==> config.mk <==
export PLATFORM = sky130hd
export DESIGN_NAME = dma_stream_arbiter
export DESIGN_NICKNAME = d
export VERILOG_FILES = /design/src/rtl/dma_stream_arbiter.sv
export SDC_FILE = /design/constraint.sdc
export NUM_CORES = 1
export LEC_CHECK = 0
export ABC_CLOCK_PERIOD_IN_PS = 5700
export CORE_AREA = 4 4 131 133
export DETAILED_ROUTE_END_ITERATION = 10
export DIE_AREA = 0 0 135 137
export DONT_BUFFER_PORTS = 1
export GPL_ROUTABILITY_DRIVEN = 0
export SYNTH_ARGS = -nofsm -noshare
export SYNTH_HDL_FRONTEND = slang
export SYNTH_SLANG_ARGS = --single-unit
==> constraint.sdc <==
create_clock -name CLK -period 5.7 [get_ports CLK]
set_clock_uncertainty 0.05 [all_clocks]
set_input_delay 0.57 -clock CLK [delete_from_list [all_inputs] [get_ports CLK]]
set_output_delay 0.57 -clock CLK [all_outputs]
set_load 0.005 [all_outputs]
==> src/rtl/dma_stream_arbiter.sv <==
// Packet-aware round-robin arbiter merging several OpenFC-framed AXIS streams
// into one 64-bit stream; a grant is held from the first header to the last payload word.
module dma_stream_arbiter #(
  parameter int Ports    = 4,
  parameter int PortBits = 2
) (
  input  logic                  CLK,
  input  logic                  RST_N,
  input  logic [Ports-1:0]      S_AXIS_TVALID,
  output logic [Ports-1:0]      S_AXIS_TREADY,
  input  logic [Ports-1:0]      S_AXIS_TLAST,
  input  logic [64*Ports-1:0]   S_AXIS_TDATA,
  output logic                  M_AXIS_TVALID,
  input  logic                  M_AXIS_TREADY,
  output logic                  M_AXIS_TLAST,
  output logic [63:0]           M_AXIS_TDATA,
  output logic [PortBits-1:0]   GRANT,
  output logic                  BUSY
);

  typedef enum logic [1:0] {IDLE = 2'd0, HDR = 2'd1, PAY = 2'd2} state_t;

  state_t              state, state_next;
  logic [PortBits-1:0] grant, grant_next;
  logic [31:0]         count, count_next;
  logic                active, beat;
  logic                pick_found;
  logic [PortBits-1:0] pick_idx;
  logic                sel_valid, sel_last;
  logic [63:0]         sel_data;

  // First requesting port when scanning base+1, base+2, ... modulo Ports.
  function automatic logic [PortBits:0] rr_pick(input logic [Ports-1:0] req,
                                                input logic [PortBits-1:0] base);
    logic [PortBits:0] res;
    int                off;
    int                best_off;
    res      = '0;
    best_off = Ports;
    for (int j = 0; j < Ports; j++) begin
      off = (j + 2 * Ports - 1 - int'(base)) % Ports;
      if (req[j] && (off < best_off)) begin
        best_off = off;
        res      = {1'b1, PortBits'(j)};
      end
    end
    return res;
  endfunction

  assign {pick_found, pick_idx} = rr_pick(S_AXIS_TVALID, grant);

  always_comb begin
    sel_valid = 1'b0;
    sel_last  = 1'b0;
    sel_data  = '0;
    for (int i = 0; i < Ports; i++) begin
      if (grant == PortBits'(i)) begin
        sel_valid = S_AXIS_TVALID[i];
        sel_last  = S_AXIS_TLAST[i];
        sel_data  = S_AXIS_TDATA[64*i +: 64];
      end
    end
  end

  // Gating with RST_N keeps a word from being consumed in the cycle the packet is abandoned.
  assign active        = RST_N && (state != IDLE);
  assign M_AXIS_TVALID = active && sel_valid;
  assign M_AXIS_TDATA  = sel_data;
  assign M_AXIS_TLAST  = sel_last;
  assign beat          = M_AXIS_TVALID && M_AXIS_TREADY;

  always_comb begin
    S_AXIS_TREADY = '0;
    for (int i = 0; i < Ports; i++) begin
      S_AXIS_TREADY[i] = active && M_AXIS_TREADY && (grant == PortBits'(i));
    end
  end

  always_comb begin
    state_next = state;
    grant_next = grant;
    count_next = count;
    case (state)
      IDLE: begin
        if (pick_found) begin
          grant_next = pick_idx;
          state_next = HDR;
        end
      end
      HDR: begin
        if (beat && (sel_data[63:56] != 8'h01)) begin
          count_next = sel_data[31:0];
          state_next = (sel_data[31:0] == 32'd0) ? IDLE : PAY;
        end
      end
      PAY: begin
        if (beat) begin
          count_next = count - 32'd1;
          if (count == 32'd1) state_next = IDLE;
        end
      end
      default: state_next = IDLE;
    endcase
  end

  always_ff @(posedge CLK) begin
    if (!RST_N) begin
      state <= IDLE;
      grant <= PortBits'(Ports - 1);
      count <= '0;
    end else begin
      state <= state_next;
      grant <= grant_next;
      count <= count_next;
    end
  end

  assign GRANT = grant;
  assign BUSY  = (state != IDLE);

endmodule

==> metrics.yaml, run 1 <==
floorplanning:
  fp.coreArea_mm2: 0.01583
  die-width_um: 135
  pin_count: 340
  die_area_mm2: 0.01850
  row_count: 46
  die_outline_height_um: 137
  floorplan.initialDensity_pct: 26.10
clock_network:
  clk_transition_reported_paths_ps: 50
  number_of_resized_instances_in_the_post_cts_repair_step: 0
  clkLatencyLatePin_ps: 290
  h-tree-depth: 2
  total_number_of_clock_tree_sinks: 36
  cts_root_buffer: "clkbuf_16"
  cts_tree: "yes"
  tritoncts.num_buffers: 5
  post-cts-setup-buffers: 0
  buffer_depth_of_the_longest_clock_path: 2
  holdBufCountCts: 0
detailed_routing:
  antenna_violating_nets_post_route: 0
  average_wire_length_per_cell_after_detail_routing_um: 28.43
  detail_route.wirelength_um: 23000
  first_iter_violations: 656
  drcViolationCount: 0
  firstDrtPassIters: 6
  via_count: 5367
  via_per_inst: 6.634
finish:
  post-route-util_pct: 27.83
  finalNonFillerCells: 809
  sequential_cell_area_um2: 720.7
  finalNetCount: 865
  area.growth.synth_to_final_pct: 6.602
  layout-drive-gt1-share_pct: 5.593
  final_cell_area_mm2: 0.004404
  area_of_the_multi_input_gates_mm2: 0.003132
  fillCellCount: 1736
logic_synthesis:
  synth_area_mm2: 0.004131
  synth_area_per_cell_um2: 6.600
  ys.warnings.count: 0
  number_of_distinct_library_cell_variants_in_the_gate_level_netlist_after_synthesis: 64
  synth_common_cells: "nor2_1 (85), nand2_1 (58), o22ai_1 (49), a21oi_1 (47), o21ai_0 (44)"
  ys_ff_latch: 36
  synth.largest_area_cell: "dfxtp_1"
  simple_gate_area_share_of_the_yosys_netlist_pct: 29.80
  library_cell_with_the_highest_instance_count_after_synthesis: "nor2_1"
  area_fraction_in_compound_gates_after_synthesis_pct: 42.43
  synth.area.top_cells: "dfxtp_1 (17%), a221oi_1 (8.3%), nor2_1 (7.7%)"
  synth_nets: 902
  synth-async-reset-ratio_pct: 0
  post_synth_edffs: 0
  synth_top_flop_cell: "dfxtp_1"
  yosys-mux-area-fraction_pct: 0.4846
  yosys.area_share.xor_xnor_pct: 0
  yosys.area.top_type_share_pct: 17.44
  synth_fa_ha_area_share_pct: 2.726
  dominant_combinational_cell_family_by_area_after_synthesis: "compound AO/OA/AOI/OAI gates"
  synthCells: 626
  synth_sequential_area_ratio_pct: 17.44
global_route:
  number_of_global_route_vias_before_repair: 4742
  final_global_route_overflow_total: 0
  antenna_found_initial: 3
  grt_pass1_wl_um: 31190
  grtUsageTotal_pct: 22.14
  grt_start_max_net_pins: 59
hold_path:
  min_to: "GRANT[1]"
  holdCritStartpoint: "RST_N"
  min-delay-path-class: "in2reg"
  holdPathStages: 1
sta:
  fmax_mhz: 248.9
  slew_violations: 0
  grt_setup_unrepaired: "no"
  slew_headroom_pct: 36.27
  tightestPinTransition_ps: 952.4
  fraction_of_the_cycle_the_final_worst_path_needs_pct: 70.49
  finalCriticalPeriod_ps: 4018
  hold_violations: 0
  fin_ws_ps: 1682
  setup_total_negative_slack_ps: 0
  setup_violations: 0
job:
  maxCapViolCount: 0
pwr:
  power.share.switching_pct: 57.78
  share_comb_of_total_power_pct: 71.8
  clkPwrFrac_pct: 13.8
  seqPwrFrac_pct: 14.3
  peakVddDrop_mv: 0.1415
  power-per-cell-area_mw_per_mm2: 470.5
  power_switching_mw: 1.197
  power.internal_uw: 874.8
  leakage_nw: 1.474
critical_path:
  cp_data_required_time_ps: 5810
  critPathLaunchType: "flip-flop"
  worst-setup-path-type: "reg2reg"
  reg2reg_from: "GRANT[0]"
  cp.arrival_ps: 4120
  timing.critical_path.to_type: "flip-flop"
  timing.critical_path.fanout_max: 8
  timing.reg2reg.worst_path_depth: 17
  reg2reg_to: "GRANT[0]"
  reg2reg_slack_ps: 1680
  setup.worst_path.start: "GRANT[0]"
placement:
  dpl.cell_count: 798
  dpl.hpwl_um: 18540
  place.port_buffers: 0
  place_worst_setup_slack_ps: 1807
  dpl_cell_area_mm2: 0.004247
outcome:
  status: "complete, no violations"
[cells in the final DEF, fill, tap and decap left out, drive strengths merged, types with 2 or more instances in the layout]
master,instances
a311oi,2
nand3,13
clkbuf,7
a211oi,5
o22ai,49
nor2,86
and3,8
a31oi,7
buf,10
o21ai,48
nor3,22
o31ai,7
diode,3
o211ai,3
or4,5
or3,4
inv,12
or2,3
ha,9
mux2i,2
a221oi,40
a32o,5
o41ai,4
nand3b,5
and2,5
nand4,6
nor4,15
nand2b,7
nor3b,4
nor2b,8
a22oi,29
nand2,59
a21oi,48
dfxtp,36
o21bai,2
[registers in the layout, summed over array words and instances, names as in the netlist]
name,count
GRANT,2
count,32
state,2
[layer usage]
layer / routed length, um / track usage (%) / part of all wire, % / vias up
li1: - / - / - / 2360
met1: 8556 / 26.61 / 37 / 2575
met5: 0 / 0 / 0 / -
met3: 2860 / 8.162 / 12 / 43
met4: 593 / 9.406 / 2.6 / 0
met2: 10990 / 35.66 / 48 / 389
[critical path, cell delays in order, from the launching register on]
cell and delay [ps]:
dfxtp_1 520, inv_1 130, ha_1 340, ha_1 310
a21oi_1 70, o21ai_0 310, nor2_1 90, a31oi_1 230
ha_1 210, nand2b_1 120, a21o_1 110, o21ai_0 80
o21ai_0 350, o21ai_0 150, ha_1 280, o21ai_0 80
a311oi_1 350, o21ai_0 140
[per-stage QoR]
stage	hold slack (ps)	total power, mW
after floorplan	402.8	1.342
after global placement	423.7	1.752
after detailed placement	425.8	1.770
after CTS	344.8	2.053
after global routing	348.2	2.225
final	345.8	2.072
[how the worst max path moves through the flow]
stage                    end  slack [ps]  cells after the start
floorplan           GRANT[0]        2260                     17
global placement    GRANT[0]        1930                     17
detailed placement  GRANT[0]        1810                     17
CTS                 GRANT[0]        1780                     17
global route        GRANT[0]        1270                     17
finish              GRANT[0]        1680                     17
[final cells by class]
class	instances	area share [%]
sequential	36	16.36
clock buffer	7	3.239
inverter	13	1.108
multi-input combinational	523	71.11
tap	216	6.136
clock inverter	1	0.1705
timing repair buffer	10	1.705
antenna	3	0.1705
[cell families (layout without fill, tap and decap cells)]
family | count (synthesis) | count (layout)
compound gates | 261 | 261
simple gates | 251 | 251
buf+inv | 67 | 31
flops | 36 | 36
fa+ha+maj | 9 | 9
mux | 2 | 2
other cells | 0 | 3
[power by group through the flow]
stage	logic, mW	registers, mW	clock network (mW)
after floorplan	1.05	0.292	0
final	1.49	0.297	0.287
after global routing	1.63	0.300	0.295
after CTS	1.47	0.296	0.285
after global placement	1.45	0.301	0
after detailed placement	1.47	0.301	0
No activity file was read; power rests on OpenSTA's default activity.
==> run 2, diff against run 1 <==
Settings changed: ABC_CLOCK_PERIOD_IN_PS 5700 to 3500.
Clock period 5.7 ns to 3.5 ns, I/O delays scaled along.
==> metrics.yaml, run 2 (synthesis results as in run 1) <==
pwr:
  peakVddDrop_mv: 0.3464
  leakage_nw: 1.661
  totalPowerFinal_mw: 3.738
  power-per-cell-area_mw_per_mm2: 792.5
sta:
  setup_violations: 0
  fmax_mhz: 296.5
  finalCriticalPeriod_ps: 3372
  fraction_of_the_cycle_the_final_worst_path_needs_pct: 96.36
  slew_violations: 0
  tightestPinTransition_ps: 988.8
  holdWs_ps: 128.5
  slew_headroom_pct: 33.84
  hold_violations: 0
  fin_ws_ps: 127.5
floorplanning:
  die_outline_height_um: 137
  die_area_mm2: 0.01850
  fp.coreArea_mm2: 0.01583
  die-width_um: 135
  floorplan.initialDensity_pct: 26.10
  pin_count: 340
  row_count: 46
detailed_routing:
  antenna_violating_nets_post_route: 0
  via_per_inst: 6.428
  first_iter_violations: 516
  firstDrtPassIters: 6
  drcViolationCount: 0
  via_count: 5432
  average_wire_length_per_cell_after_detail_routing_um: 27.36
  detail_route.wirelength_um: 23120
hold_path:
  min_to: "GRANT[1]"
  min-delay-path-class: "in2reg"
  holdPathStages: 1
  holdCritStartpoint: "RST_N"
clock_network:
  cts_root_buffer: "clkbuf_16"
  clk_transition_reported_paths_ps: 60
  clkLatencyLatePin_ps: 280
  buffer_depth_of_the_longest_clock_path: 2
  cts_tree: "yes"
  total_number_of_clock_tree_sinks: 36
  holdBufCountCts: 0
  tritoncts.num_buffers: 5
  h-tree-depth: 2
critical_path:
  worst-setup-path-type: "reg2reg"
  reg2reg_from: "GRANT[0]"
  reg2reg_slack_ps: 130
  timing.reg2reg.worst_path_depth: 18
  timing.critical_path.fanout_max: 3
  timing.critical_path.slowest_stage_cell: "dfxtp_1"
  cp_data_required_time_ps: 3600
  reg2reg_to: "GRANT[0]"
  crit_path_max_incr_delay_ps: 330
  cp.arrival_ps: 3480
  timing.critical_path.cells: "inv_1 -> ha_1 -> ha_1 -> a21oi_2 -> o21ai_2 -> nor2_1 -> a31oi_2 -> ha_1 -> nand2b_1 -> a21o_1 -> o21ai_0 -> o21ai_1 -> nand2_1 -> o21ai_0 -> ha_1 -> o21ai_0 -> a311oi_2 -> o21ai_0"
  timing.critical_path.to_type: "flip-flop"
  critPathLaunchType: "flip-flop"
global_route:
  grtUsageTotal_pct: 22.36
  final_global_route_overflow_total: 0
  number_of_global_route_vias_before_repair: 4836
  grt_start_max_net_pins: 58
  antenna_found_initial: 5
  grt_pass1_wl_um: 31270
finish:
  final_cell_area_mm2: 0.004717
  regMostFlops: "count"
  finalNetCount: 900
  area.growth.synth_to_final_pct: 14.17
  largest_register_ffs: 32
  layout-drive-gt1-share_pct: 11.68
  fillCellCount: 1719
  layout.cells.most_common_list: "nor2_1 (85), nand2_1 (58), o22ai_1 (49)"
  layout_commonest_cell: "nor2_1"
placement:
  dpl_cell_area_mm2: 0.004527
  place_worst_setup_slack_ps: -46.33
  dpl.hpwl_um: 18740
  place.port_buffers: 0
job:
  maxCapViolCount: 0
outcome:
  status: "complete, no violations"
==> run 2: timing repair <==
action,4_1_cts,5_1_grt
buffers inserted,0,1
pin swaps,0,2
resized for setup,1,5
setup endpoints to repair,2,2
==> run 2: final cells by class <==
cell class	count	area, um^2	area share, %
Antenna cell	4	10.01	0.2122
Clock buffer	6	138.9	2.944
Clock inverter	2	13.76	0.2918
Timing Repair Buffer	45	362.8	7.692
Inverter	13	48.80	1.034
Multi-Input combinational cell	523	3152	66.82
Tap cell	216	270.3	5.729
Sequential cell	36	720.7	15.28
==> run 2: through the flow <==
step	util (%)	std cells	setup TNS, ps
5_1_grt	29.80	845	-129.4
3_3_place_gp	28.60	832	0
2_1_floorplan	-	626	0
3_5_place_dp	28.60	832	-62.97
4_1_cts	29.57	840	0
6_report	29.80	845	0
==> run 2: critical path, delay by kind of cell, from the launching register on <==
| kind | cells | cell delay (ps) |
|---|---|---|
| AOI/OAI and AO/OA | 10 | 1300 |
| adders and majority gates | 4 | 1130 |
| buffers and inverters | 1 | 60 |
| DFF | 1 | 330 |
| and+or+nand+nor | 3 | 380 |
==> run 2: routing by layer <==
metal / vias to the layer above / track usage [%] / wire (um)
met5: - / 0 / 13
met4: 2 / 10.36 / 764
met3: 54 / 8.309 / 2854
met2: 351 / 34.52 / 10850
met1: 2586 / 27.68 / 8634
li1: 2439 / - / -
==> run 2: worst max-delay path by stage <==
stage                        start       end  cells past startpoint  slack (ps)
after floorplan           GRANT[0]  GRANT[0]                     17          60
after global placement    GRANT[0]  GRANT[0]                     17         100
after detailed placement  GRANT[0]  GRANT[0]                     17         -50
after CTS                 GRANT[0]  GRANT[0]                     17          30
after global routing      GRANT[0]  GRANT[0]                     17         -90
final                     GRANT[0]  GRANT[0]                     18         130
==> run 2: power breakdown <==
| part | switching [mW] | internal (mW) | total, mW |
|---|---|---|---|
| Combinational | 1.84 | 0.968 | 2.80 |
| Clock | 0.184 | 0.285 | 0.469 |
| Sequential | 0.0280 | 0.439 | 0.467 |
| Total | 2.05 | 1.69 | 3.74 |
